===== src/rtl/frame_buffer_arbiter_pkg.sv =====
// Shared definitions for the edge-detection pipeline: stage indices, frame-buffer
// geometry and the arbiter state encoding.
package edge_pkg;

  localparam int N_STAGES     = 5;
  localparam int FB_ADDR_W    = 17;
  localparam int FB_DATA_W    = 8;
  localparam int FB_MAX_BURST = 16;

  typedef enum logic [2:0] {
    STG_GAUSS  = 3'd0,
    STG_SOBEL  = 3'd1,
    STG_NMS    = 3'd2,
    STG_THRESH = 3'd3,
    STG_HYST   = 3'd4
  } stage_e;

  typedef enum logic {
    ARB_IDLE  = 1'b0,
    ARB_OWNED = 1'b1
  } arb_state_e;

endpackage


===== src/rtl/frame_buffer_arbiter_if.sv =====
// Stage-engine request bus plus frame-buffer SRAM port, as seen by the arbiter.
interface frame_buffer_arbiter_if
  import edge_pkg::*;
#(
  parameter int N_REQ  = N_STAGES,
  parameter int ADDR_W = FB_ADDR_W,
  parameter int DATA_W = FB_DATA_W
);
  logic [N_REQ-1:0]        req;
  logic [N_REQ-1:0]        we;
  logic [N_REQ*ADDR_W-1:0] addr;
  logic [N_REQ*DATA_W-1:0] wdata;
  logic [N_REQ-1:0]        gnt;
  logic [DATA_W-1:0]       rdata;
  logic [N_REQ-1:0]        rvalid;
  logic                    mem_en;
  logic                    mem_we;
  logic [ADDR_W-1:0]       mem_addr;
  logic [DATA_W-1:0]       mem_wdata;
  logic [DATA_W-1:0]       mem_rdata;

  // Engines plus SRAM side.
  modport master (
    output req, we, addr, wdata, mem_rdata,
    input  gnt, rdata, rvalid, mem_en, mem_we, mem_addr, mem_wdata
  );

  modport slave (
    input  req, we, addr, wdata, mem_rdata,
    output gnt, rdata, rvalid, mem_en, mem_we, mem_addr, mem_wdata
  );
endinterface


===== src/rtl/frame_buffer_arbiter_rr_arbiter.sv =====
// Combinational round-robin pick: highest priority at (ptr+1) mod N_REQ, ptr itself
// lowest. mask_owner removes the requester at ptr from the candidate set.
module rr_arbiter
  import edge_pkg::*;
#(
  parameter int N_REQ = N_STAGES
) (
  input  logic [N_REQ-1:0]         req,
  input  logic [$clog2(N_REQ)-1:0] ptr,
  input  logic                     mask_owner,
  output logic [N_REQ-1:0]         winner_oh,
  output logic [$clog2(N_REQ)-1:0] winner_idx,
  output logic                     valid
);
  localparam int IDX_W = $clog2(N_REQ);

  logic [N_REQ-1:0] req_m;
  logic [IDX_W-1:0] cand;

  always_comb begin
    req_m      = req;
    cand       = '0;
    winner_oh  = '0;
    winner_idx = '0;
    valid      = 1'b0;
    if (mask_owner) req_m[ptr] = 1'b0;
    // Walk from lowest to highest priority so the highest-priority hit is kept.
    for (int i = N_REQ; i >= 1; i--) begin
      cand = IDX_W'((int'(ptr) + i) % N_REQ);
      if (req_m[cand]) begin
        winner_idx = cand;
        valid      = 1'b1;
      end
    end
    if (valid) winner_oh[winner_idx] = 1'b1;
  end
endmodule


===== src/rtl/frame_buffer_arbiter.sv =====
// Round-robin arbiter sharing the single-port frame buffer between the stage
// engines; bursts end on owner req drop or after MAX_BURST beats.
//
// state     | meaning
// ARB_IDLE  | no grant, bus quiet; grants when enable and any req
// ARB_OWNED | one engine owns the bus; a beat is any cycle with req[owner]
module frame_buffer_arbiter
  import edge_pkg::*;
#(
  parameter int N_REQ     = N_STAGES,
  parameter int ADDR_W    = FB_ADDR_W,
  parameter int DATA_W    = FB_DATA_W,
  parameter int MAX_BURST = FB_MAX_BURST
) (
  input  logic                  clk,
  input  logic                  reset_n,
  input  logic                  enable,
  frame_buffer_arbiter_if.slave bus
);
  localparam int IDX_W = $clog2(N_REQ);
  localparam int CNT_W = $clog2(MAX_BURST);
  localparam logic [CNT_W-1:0] CNT_LAST = CNT_W'(MAX_BURST - 1);

  arb_state_e       state_q, state_d;
  logic [N_REQ-1:0] gnt_q, gnt_d;
  logic [IDX_W-1:0] owner_q, owner_d;
  logic [IDX_W-1:0] ptr_q, ptr_d;
  logic [CNT_W-1:0] cnt_q, cnt_d;
  logic [N_REQ-1:0] rvalid_q, rvalid_d;

  logic              owner_req, owner_we, beat;
  logic [ADDR_W-1:0] owner_addr;
  logic [DATA_W-1:0] owner_wdata;
  logic [IDX_W-1:0]  arb_ptr;
  logic              mask_owner;
  logic [N_REQ-1:0]  win_oh;
  logic [IDX_W-1:0]  win_idx;
  logic              win_valid;

  always_comb begin
    owner_req   = 1'b0;
    owner_we    = 1'b0;
    owner_addr  = '0;
    owner_wdata = '0;
    for (int i = 0; i < N_REQ; i++) begin
      if (owner_q == IDX_W'(i)) begin
        owner_req   = bus.req[i];
        owner_we    = bus.we[i];
        owner_addr  = bus.addr[i*ADDR_W +: ADDR_W];
        owner_wdata = bus.wdata[i*DATA_W +: DATA_W];
      end
    end
  end

  assign beat = (state_q == ARB_OWNED) && owner_req;

  // While owned, any release ranks from the current owner, putting it last.
  assign arb_ptr    = (state_q == ARB_OWNED) ? owner_q : ptr_q;
  assign mask_owner = (state_q == ARB_OWNED) && !owner_req;

  rr_arbiter #(.N_REQ(N_REQ)) u_rr (
    .req        (bus.req),
    .ptr        (arb_ptr),
    .mask_owner (mask_owner),
    .winner_oh  (win_oh),
    .winner_idx (win_idx),
    .valid      (win_valid)
  );

  always_comb begin
    state_d  = state_q;
    gnt_d    = gnt_q;
    owner_d  = owner_q;
    ptr_d    = ptr_q;
    cnt_d    = cnt_q;
    rvalid_d = (beat && !owner_we) ? gnt_q : '0;
    case (state_q)
      ARB_IDLE: begin
        if (enable && win_valid) begin
          state_d = ARB_OWNED;
          gnt_d   = win_oh;
          owner_d = win_idx;
          cnt_d   = '0;
        end
      end
      ARB_OWNED: begin
        if (!beat || (cnt_q == CNT_LAST)) begin
          ptr_d = owner_q;
          cnt_d = '0;
          if (enable && win_valid) begin
            gnt_d   = win_oh;
            owner_d = win_idx;
          end else begin
            state_d = ARB_IDLE;
            gnt_d   = '0;
          end
        end else begin
          cnt_d = cnt_q + 1'b1;
        end
      end
      default: begin
        state_d = ARB_IDLE;
        gnt_d   = '0;
      end
    endcase
  end

  always_ff @(posedge clk or negedge reset_n) begin
    if (!reset_n) begin
      state_q  <= ARB_IDLE;
      gnt_q    <= '0;
      owner_q  <= '0;
      ptr_q    <= '0;
      cnt_q    <= '0;
      rvalid_q <= '0;
    end else begin
      state_q  <= state_d;
      gnt_q    <= gnt_d;
      owner_q  <= owner_d;
      ptr_q    <= ptr_d;
      cnt_q    <= cnt_d;
      rvalid_q <= rvalid_d;
    end
  end

  assign bus.gnt       = gnt_q;
  assign bus.rvalid    = rvalid_q;
  assign bus.rdata     = bus.mem_rdata;
  assign bus.mem_en    = beat;
  assign bus.mem_we    = beat && owner_we;
  assign bus.mem_addr  = beat ? owner_addr : '0;
  assign bus.mem_wdata = beat ? owner_wdata : '0;
endmodule


===== src/flat_wrapper.sv =====
// flat-port wrapper written by rule: the top's interface ports become plain ports
module frame_buffer_arbiter_flat import edge_pkg::*;
#(
  parameter int N_REQ     = N_STAGES,
  parameter int ADDR_W    = FB_ADDR_W,
  parameter int DATA_W    = FB_DATA_W,
  parameter int MAX_BURST = FB_MAX_BURST
)
  (clk, reset_n, enable, bus_req, bus_we, bus_addr, bus_wdata, bus_mem_rdata, bus_gnt, bus_rdata, bus_rvalid, bus_mem_en, bus_mem_we, bus_mem_addr, bus_mem_wdata);
  frame_buffer_arbiter_if #(.N_REQ(N_REQ), .ADDR_W(ADDR_W), .DATA_W(DATA_W)) bus_i ();
  input  logic clk;
  input  logic reset_n;
  input  logic enable;
  input wire logic [$bits(bus_i.req)-1:0] bus_req;
  input wire logic [$bits(bus_i.we)-1:0] bus_we;
  input wire logic [$bits(bus_i.addr)-1:0] bus_addr;
  input wire logic [$bits(bus_i.wdata)-1:0] bus_wdata;
  input wire logic [$bits(bus_i.mem_rdata)-1:0] bus_mem_rdata;
  output wire logic [$bits(bus_i.gnt)-1:0] bus_gnt;
  output wire logic [$bits(bus_i.rdata)-1:0] bus_rdata;
  output wire logic [$bits(bus_i.rvalid)-1:0] bus_rvalid;
  output wire logic [$bits(bus_i.mem_en)-1:0] bus_mem_en;
  output wire logic [$bits(bus_i.mem_we)-1:0] bus_mem_we;
  output wire logic [$bits(bus_i.mem_addr)-1:0] bus_mem_addr;
  output wire logic [$bits(bus_i.mem_wdata)-1:0] bus_mem_wdata;
  assign bus_i.req = bus_req;
  assign bus_i.we = bus_we;
  assign bus_i.addr = bus_addr;
  assign bus_i.wdata = bus_wdata;
  assign bus_i.mem_rdata = bus_mem_rdata;
  assign bus_gnt = bus_i.gnt;
  assign bus_rdata = bus_i.rdata;
  assign bus_rvalid = bus_i.rvalid;
  assign bus_mem_en = bus_i.mem_en;
  assign bus_mem_we = bus_i.mem_we;
  assign bus_mem_addr = bus_i.mem_addr;
  assign bus_mem_wdata = bus_i.mem_wdata;
  frame_buffer_arbiter #(.N_REQ(N_REQ), .ADDR_W(ADDR_W), .DATA_W(DATA_W), .MAX_BURST(MAX_BURST)) u_core (.clk(clk), .reset_n(reset_n), .enable(enable), .bus(bus_i));
endmodule

===== config.mk =====
export PLATFORM = sky130hd
export DESIGN_NAME = frame_buffer_arbiter_flat
export DESIGN_NICKNAME = d
export VERILOG_FILES = /design/src/rtl/frame_buffer_arbiter_pkg.sv /design/src/rtl/frame_buffer_arbiter_if.sv /design/src/rtl/frame_buffer_arbiter_rr_arbiter.sv /design/src/rtl/frame_buffer_arbiter.sv /design/src/flat_wrapper.sv
export SDC_FILE = /design/constraint.sdc
export NUM_CORES = 1
export LEC_CHECK = 0
export CORE_ASPECT_RATIO = 0.6
export CORE_UTILIZATION = 44
export CTS_CLUSTER_SIZE = 25
export DETAILED_ROUTE_END_ITERATION = 12
export GPL_TIMING_DRIVEN = 0
export PLACE_DENSITY = 0.86
export SYNTH_ARGS = -nofsm -noshare
export SYNTH_HDL_FRONTEND = slang
export SYNTH_SLANG_ARGS = --single-unit

===== constraint.sdc =====
create_clock -name clk -period 10.7 [get_ports clk]
set_input_delay 1.07 -clock clk [delete_from_list [all_inputs] [get_ports clk]]
set_output_delay 1.07 -clock clk [all_outputs]
set_load 0.1 [all_outputs]

# == Word-level counts from Yosys, hierarchy flattened ==
# Index checks and enable logic that the tools add are counted.
# op_classes
n_addsub,6
mul,0
n_div,5
magnitude_cmp,9
n_eq_ne,7
shifts,0
n_mux,63
bitwise_logic,3
n_reduce_logical,14
# ops
op,count
32-bit by 4-bit remainder unit with 32-bit output (second input constant),5
17-bit two-way mux,6
8-bit two-way mux,6
5-bit two-way mux,6
3-bit by 4-bit less-than comparator with 1-bit output (second input constant),7
1-bit two-way mux,24
3-bit two-way mux,8
1-bit binary-select mux with 3-bit select,5
5-bit case mux with 2 select lines,1
3-bit by 2-bit adder with 4-bit output (second input constant),2
3-bit by 3-bit adder with 4-bit output (second input constant),2
4-bit two-way mux,2
4-bit case mux with 2 select lines,1
1-bit logical AND,7
1-bit demux with 3-bit select,2
3-bit by 2-bit == test with 1-bit output (second input constant),2
3-bit by 1-bit >= comparator with 1-bit output (second input constant),2
3-bit case mux with 2 select lines,1
5-bit bitwise AND,1
5-bit NOT,1
3-bit by 1-bit adder with 4-bit output (second input constant),1
4-bit by 1-bit adder with 4-bit output (second input constant),1
4-bit == test (second input constant),1
2-bit AND reduction,2
other kinds (9),11
# totals
reg_bits,21
latch_bits,0
ramBits,0
mem_bits_ro,0
input_bits,146
output_inout_bits,45
elab_cells,113
mem_count,0

# == Logic depth before layout (Yosys ltp) ==
# Gate-level depths: netlist of the first run.
# depth
ltp_word,24
depth_mapped,21
mapped_depth_nobuf,19

# == Cells and area by module ==
# A second synthesis of the first run with hierarchy kept.
# hier_totals
cells_unflattened,452
hier_area_um2,4212.8
# modules_own_cells
mod,n_inst,cells_each,area_each_um2
rr_arbiter,1,271,2158.3
frame_buffer_arbiter,1,181,2054.5

# == Least setup slack after synthesis of the first run ==
# OpenSTA, ideal clock, no wires.
# synth_path
path_type,reg2reg
from,register u_core.state_q
to,register u_core.owner_q[2]
setup_time_ns,0.083
arrival_time_ns,4.855
slack_ns,5.763
path_stages_with_launch,21
synth_period_minus_slack_ns,4.937
cell_sequence,dfrtp_1 > buf_6 > mux2i_4 > inv_2 > buf_2 > buf_1 > ha_1 > clkbuf_1 > xnor2_1 > nand2b_1 > ha_1 > or3b_2 > mux2i_1 > or2_2 > nand4_1 > a211o_1 > or3b_1 > a311o_1 > o21ai_1 > nand2_1 > o21ai_0
# synth_via
elab_chain_cells,19
elab_cells_between_ends,49
classes_between,add/sub: 5; div: 5; order compare: 2; eq/ne: 1; mux: 27; bitwise: 3; reduce/logical: 6
# synth_lines
element,line,text
from (decl),frame_buffer_arbiter.sv:24,"arb_state_e state_q, state_d;"
from (signal assigned),frame_buffer_arbiter.sv:117,state_q <= state_d;
"parallel branches: the longest is 19 deep, another holds 32-bit by 4-bit remainder unit with 32-bit output",n/a,
to (signal assigned),frame_buffer_arbiter.sv:119,owner_q <= owner_d;
to (decl),frame_buffer_arbiter.sv:26,"logic [IDX_W-1:0] owner_q, owner_d;"
# Parallel ways; which one is timed is not known. The select of a mux whose other input is x is not followed.
# A chain may end at the register's enable or synchronous reset.

# == Worst setup path in the final report of the first run ==
# Ends and elaborated chain as after synthesis.

==> results of run 1 <==
## kinds of logic after synthesis
logic type	after synthesis
compound gates	131
mux	46
flops	21
simple gates	139
xor+xnor	7
buf+inv	50
fa+ha+maj	23
## per-stage QoR
| stage | cells | area (um^2) | hold slack, ns |
|---|---|---|---|
| after floorplan | 417 | 3690 | 0.454 |
| after global placement | 707 | 5650 | 0.486 |
| after detailed placement | 707 | 5650 | 0.487 |
| after CTS | 711 | 5730 | 0.496 |
| after global routing | 711 | 5730 | 0.517 |
| final | 711 | 5730 | 0.491 |
## layout make-up
class | instances | area [um^2] | share of cell area [%]
clock inverters | 1 | 5.00 | 0.0874
inverters | 16 | 62.6 | 1.09
clock buffers | 3 | 75.1 | 1.31
well taps | 108 | 135 | 2.36
repair buffers | 182 | 1820 | 31.8
multi-input cells | 346 | 2930 | 51.2
plain buffers | 34 | 170 | 2.97
flip-flops and latches | 21 | 526 | 9.18
## cell usage after synthesis (9+ instances only)
cell,count
nand2b_1,10
inv_1,12
a22oi_1,28
nand2_1,15
ha_1,23
o21ai_0,25
nor2_1,50
nor3_1,9
mux4_2,26
and3_1,9
dfrtp_1,21
mux2i_1,13
clkbuf_1,15
## how the worst min path moves through the flow
| stage | endpoint | start |
|---|---|---|
| 3_3_place_gp | u_core.cnt_q[3] | u_core.cnt_q[3] |
| 4_1_cts | u_core.cnt_q[3] | u_core.cnt_q[3] |
| 3_5_place_dp | u_core.cnt_q[3] | u_core.cnt_q[3] |
| 6_report | u_core.cnt_q[3] | u_core.cnt_q[3] |
| 5_1_grt | u_core.cnt_q[3] | u_core.cnt_q[3] |
| 2_1_floorplan | u_core.cnt_q[3] | u_core.cnt_q[3] |
## routing by layer
metal | wire (um) | up-vias | GRT usage [%]
met5 | 0 | - | 0
met4 | 161 | 0 | 5.69
met3 | 1820 | 25 | 7.58
met2 | 6360 | 304 | 48.3
met1 | 6210 | 2137 | 48.2
li1 | - | 2000 | -
## state kept, by name (all words and copies together) (netlist names)
| register | cells |
|---|---|
| u_core.bus.rvalid | 5 |
| u_core.bus.gnt | 5 |
| u_core.owner_q | 3 |
| u_core.cnt_q | 4 |
| u_core.state_q | 1 |
| u_core.ptr_q | 3 |
## worst max-delay path, cell delays in order, from the launching register on
cell and delay [ns]:
dfrtp_1 0.37, buf_6 0.14, mux2i_4 0.25, inv_2 0.15, buf_2 0.24, buf_1 0.69
ha_1 0.30, clkbuf_1 0.37, xnor2_1 0.17, nand2b_1 0.18, ha_1 0.30, or3b_2 0.47
mux2i_1 0.37, or2_2 0.22, nand4_1 0.11, a211o_1 0.33, or3b_1 0.44, a311o_1 0.39
o21ai_1 0.34, nand2_1 0.19, o21ai_0 0.13
==> results.sh, run 1 <==
export IMPL_cts_made_buffers=3
export IMPL_synth_fa_ha_area_share_pct=7.80
export IMPL_port_buffers=182
export IMPL_nets=773
export IMPL_syn_num_nets=586
export IMPL_synth_cell_types=78
export IMPL_synth_top_family_by_area="compound AO/OA/AOI/OAI gates"
export IMPL_ys_async_sr_fraction_pct=100
export IMPL_cts_buffer_depth=2
export IMPL_critPathLaunchType="register"
export IMPL_drtIter0Drc=530
export IMPL_slew_viol_final=0
export IMPL_clock_skew_ns=0.00448
export IMPL_clkLatencyLatePin_ns=0.26
export IMPL_die_area_um2=8760
export IMPL_required_ns=10.86
export IMPL_drc=0
export IMPL_worst_setup_path_end_kind="register"
export IMPL_final_cell_mix="182 x clkdlybuf4s50_1, 50 x nor2_1, 28 x a22oi_1, 26 x mux4_2, 25 x o21ai_0"
export IMPL_pre_cts_ws_ns=4.68
export IMPL_coreArea_um2=8010
export IMPL_clock_fmax_ghz=0.159
export IMPL_synth_compound_gate_area_share_pct=27.8
export IMPL_clockRootBuffer="clkbuf_16"
export IMPL_worstMarginPinSlew_ns=1.08
export IMPL_antenna_found_initial=0
export IMPL_worstSetupStartpoint="u_core.state_q"
export IMPL_grt_pass1_wl_mm=21.8
export IMPL_arrival_ns=6.43
export IMPL_drt_first_pass_iters=5
export IMPL_synth_area_leader_cell="mux4_2"
export IMPL_yosysWarningCount=0
export IMPL_grt_usage_pct=32.5
export IMPL_ios=191
export IMPL_timing_reg2reg_setup_slack_ns=4.43
export IMPL_grt_overflow_total=0
export IMPL_utilization_pct=71.5
export IMPL_syn_area_um2=3690
export IMPL_place_gp_congestion=0.969
export IMPL_postCtsSetupBuffers=0
export IMPL_synth_xor_area_share_pct=1.87
export IMPL_initial_core_util_pct=46.1
export IMPL_fin_crit_sh_pct=58.6
export IMPL_setup_slack_ns=4.43
export IMPL_critPathCapture="u_core.owner_q[2]"
export IMPL_reg2reg_to="u_core.owner_q[2]"
export IMPL_rows=25
export IMPL_yosysSeqAreaShare_pct=14.2
export IMPL_cts_clk_slew_worst_paths_ns=0.05
export IMPL_numClockSinks=21
export IMPL_fillers=616
export IMPL_die_height_um=72.9
export IMPL_die_w_um=120
export IMPL_htreeDepth=1
export IMPL_hold_violations=0
export IMPL_post_drt_wl_per_cell_um=20.5
export IMPL_diodes=0
export IMPL_area_growth_pct=55.2
export IMPL_grt_pass1_vias=4083
export IMPL_rsz0062_at_grt="false"
export IMPL_ctsHoldBuffers=0
export IMPL_outcome="finished, final reports clean"
export IMPL_max_cap_viol_count=0
export IMPL_synth_simple_area_share_pct=19.6
export IMPL_final_common_cell="clkdlybuf4s50_1"
export IMPL_hold_class="register to register"
export IMPL_synth_edf_count=0
export IMPL_vias=4466
export IMPL_ant_nets=0
export IMPL_reg2reg_depth=20
export IMPL_setup_viol=0
export IMPL_synth_top_area_share_pct=15.9
export IMPL_synthesis_instances=417
export IMPL_synth_flop_cell="dfrtp_1"
export IMPL_crit_reg2reg_launch="u_core.state_q"
export IMPL_min_period_ns=6.27
export IMPL_critPathMaxFanout=16
export IMPL_slew_headroom_pct=27.1
export IMPL_synth_area_leaders="mux4_2 16%, dfrtp_1 14%, ha_1 7.8%"
export IMPL_synth_seq_cells=21
export IMPL_holdPathStages=1
export IMPL_cts_tree="done"
export IMPL_viasPerCell=6.28
export IMPL_final_setup_tns_ns=0
export IMPL_postSynthAreaPerCell_um2=8.85
export IMPL_synth_mux_area_fraction_pct=22.4
export IMPL_wl_mm=14.6
export IMPL_grt_max_degree=22
export IMPL_ctsResizeCount=0
export IMPL_hpwl_mm=12.1
export IMPL_critical_path_class="register to register"
export IMPL_drive_above_1_share_pct=12.4
Power of run 1 is not shown: default switching activity piles up to over one toggle a cycle in this logic, so the estimate is an artifact.
==> run 2: changes to the inputs <==
- CORE_UTILIZATION: 44 -> 37
- PLACE_DENSITY: 0.86 -> 0.77
- clock period: 10.7 -> 5.5 ns (I/O delays scaled with it)
==> results.sh, run 2 (synthesis results as in run 1) <==
export IMPL_rows=27
export IMPL_ios=191
export IMPL_holdPathStages=1
export IMPL_antenna_found_initial=1
export IMPL_timing_reg2reg_setup_slack_ns=0.19
export IMPL_die_area_um2=10400
export IMPL_required_ns=5.67
export IMPL_cts_made_buffers=3
export IMPL_min_period_ns=5.31
export IMPL_port_buffers=182
export IMPL_critPathLaunchType="register"
export IMPL_worstMarginPinSlew_ns=1.06
export IMPL_setup_viol=0
export IMPL_wl_mm=15.0
export IMPL_final_common_cell="clkdlybuf4s50_1"
export IMPL_drtIter0Drc=379
export IMPL_drt_first_pass_iters=5
export IMPL_htreeDepth=1
export IMPL_max_cap_viol_count=0
export IMPL_post_drt_wl_per_cell_um=20.3
export IMPL_clkLatencyLatePin_ns=0.25
export IMPL_hold_class="register to register"
export IMPL_numClockSinks=21
export IMPL_slew_viol_final=0
export IMPL_arrival_ns=5.48
export IMPL_reg2reg_depth=20
export IMPL_utilization_pct=61.9
export IMPL_fin_crit_sh_pct=96.6
export IMPL_cts_clk_slew_worst_paths_ns=0.06
export IMPL_critical_path_class="register to register"
export IMPL_outcome="finished, final reports clean"
export IMPL_critPathMaxFanout=16
export IMPL_grt_pass1_vias=4322
export IMPL_drive_above_1_share_pct=14.2
export IMPL_grt_max_degree=22
export IMPL_final_setup_tns_ns=0
export IMPL_drc=0
export IMPL_vias=4443
export IMPL_clock_fmax_ghz=0.188
export IMPL_coreArea_um2=9430
export IMPL_die_w_um=131
export IMPL_hpwl_mm=12.4
export IMPL_initial_core_util_pct=39.1
export IMPL_cts_buffer_depth=2
export IMPL_grt_usage_pct=28.3
export IMPL_diodes=0
export IMPL_reg2reg_to="u_core.owner_q[2]"
export IMPL_hold_end="u_core.cnt_q[3]"
export IMPL_hp_start="u_core.cnt_q[3]"
export IMPL_grt_pass1_wl_mm=22.4
export IMPL_hold_violations=0
export IMPL_slew_headroom_pct=28.7
export IMPL_clockRootBuffer="clkbuf_16"
export IMPL_worst_setup_path_end_kind="register"
export IMPL_clock_skew_ns=0.00206
export IMPL_nets=776
export IMPL_ant_nets=0
export IMPL_final_cell_mix="182 x clkdlybuf4s50_1, 50 x nor2_1, 28 x a22oi_1, 26 x mux4_2, 25 x o21ai_0"
export IMPL_crit_reg2reg_launch="u_core.state_q"
export IMPL_cts_tree="done"
export IMPL_viasPerCell=6.04
export IMPL_area_growth_pct=58.1
export IMPL_die_height_um=79.3
export IMPL_place_gp_congestion=1.03
export IMPL_grt_overflow_total=0
-- run 2: cell count changes in the layout (fill, tap and decap cells not counted), sizes merged --
cell | previous run | this run
buf | 19 | 23
clkbuf | 18 | 17
-- run 2: worst max-delay path by stage --
stage                   start  depth (start not counted)  slack (ns)                end
6_report       u_core.state_q                         20        0.19  u_core.owner_q[2]
5_1_grt        u_core.state_q                         22       -0.03  u_core.bus.gnt[1]
4_1_cts        u_core.state_q                         20        0.04  u_core.owner_q[2]
3_5_place_dp   u_core.state_q                         20       -0.49  u_core.owner_q[2]
3_3_place_gp   u_core.state_q                         20       -0.36  u_core.owner_q[2]
2_1_floorplan  u_core.state_q                         20        0.56  u_core.owner_q[2]
-- run 2: worst max-delay path, stage by stage (launching register included) --
cell	delay (ns)
dfrtp_1	0.34
buf_6	0.15
mux2i_4	0.41
inv_2	0.13
buf_2	0.22
buf_4	0.23
ha_1	0.26
clkbuf_2	0.21
xnor2_2	0.18
nand2b_1	0.15
ha_1	0.29
or3b_2	0.51
mux2i_4	0.22
or2_2	0.19
nand4_1	0.11
a211o_1	0.34
or3b_1	0.38
a311o_1	0.40
o21ai_2	0.23
nand2_1	0.15
o21ai_0	0.11
-- run 2: layout make-up --
type,count,area [um^2]
Sequential cell,21,526
Clock buffer,3,75.1
Fill cell,788,3590
Inverter,16,62.6
Multi-Input combinational cell,346,2980
Tap cell,130,163
Timing Repair Buffer,185,1840
Clock inverter,1,5.00
Buffer,34,179
-- run 2: repair_timing --
| item | in CTS | in global routing |
|---|---|---|
| endpoints found under the setup margin | 13 | 12 |
| pin swaps | 0 | 1 |
| setup buffers | 0 | 3 |
| gates resized for setup | 5 | 11 |
| hold buffers | 0 | 0 |
-- run 2: per-layer routing --
| metal | vias to the layer above | global-route usage, % | part of all wire [%] |
|---|---|---|---|
| met3 | 30 | 10.2 | 11 |
| met5 | - | 0 | 0.053 |
| li1 | 2009 | - | - |
| met2 | 256 | 42.4 | 44 |
| met4 | 2 | 4.94 | 1.3 |
| met1 | 2146 | 39.1 | 43 |
-- run 2: stage by stage --
stage / worst slack, ns / hold WS (ns) / instance area, um^2 / instances
floorplan: 0.563 / 0.254 / 3690 / 417
finish: 0.187 / 0.498 / 5830 / 736
detailed placement: -0.491 / 0.489 / 5670 / 729
CTS: 0.0409 / 0.499 / 5770 / 733
global route: -0.0261 / 0.542 / 5830 / 736
global placement: -0.359 / 0.479 / 5670 / 729
Power of run 2 is left out for the same reason.
==> run 3: changes to the inputs <==
- ABC_CLOCK_PERIOD_IN_PS: unset -> 5500
==> results of run 3 <==
No change in the layout: final DEF, timing and power equal those of run 2.
Power of run 3 is left out for the same reason.
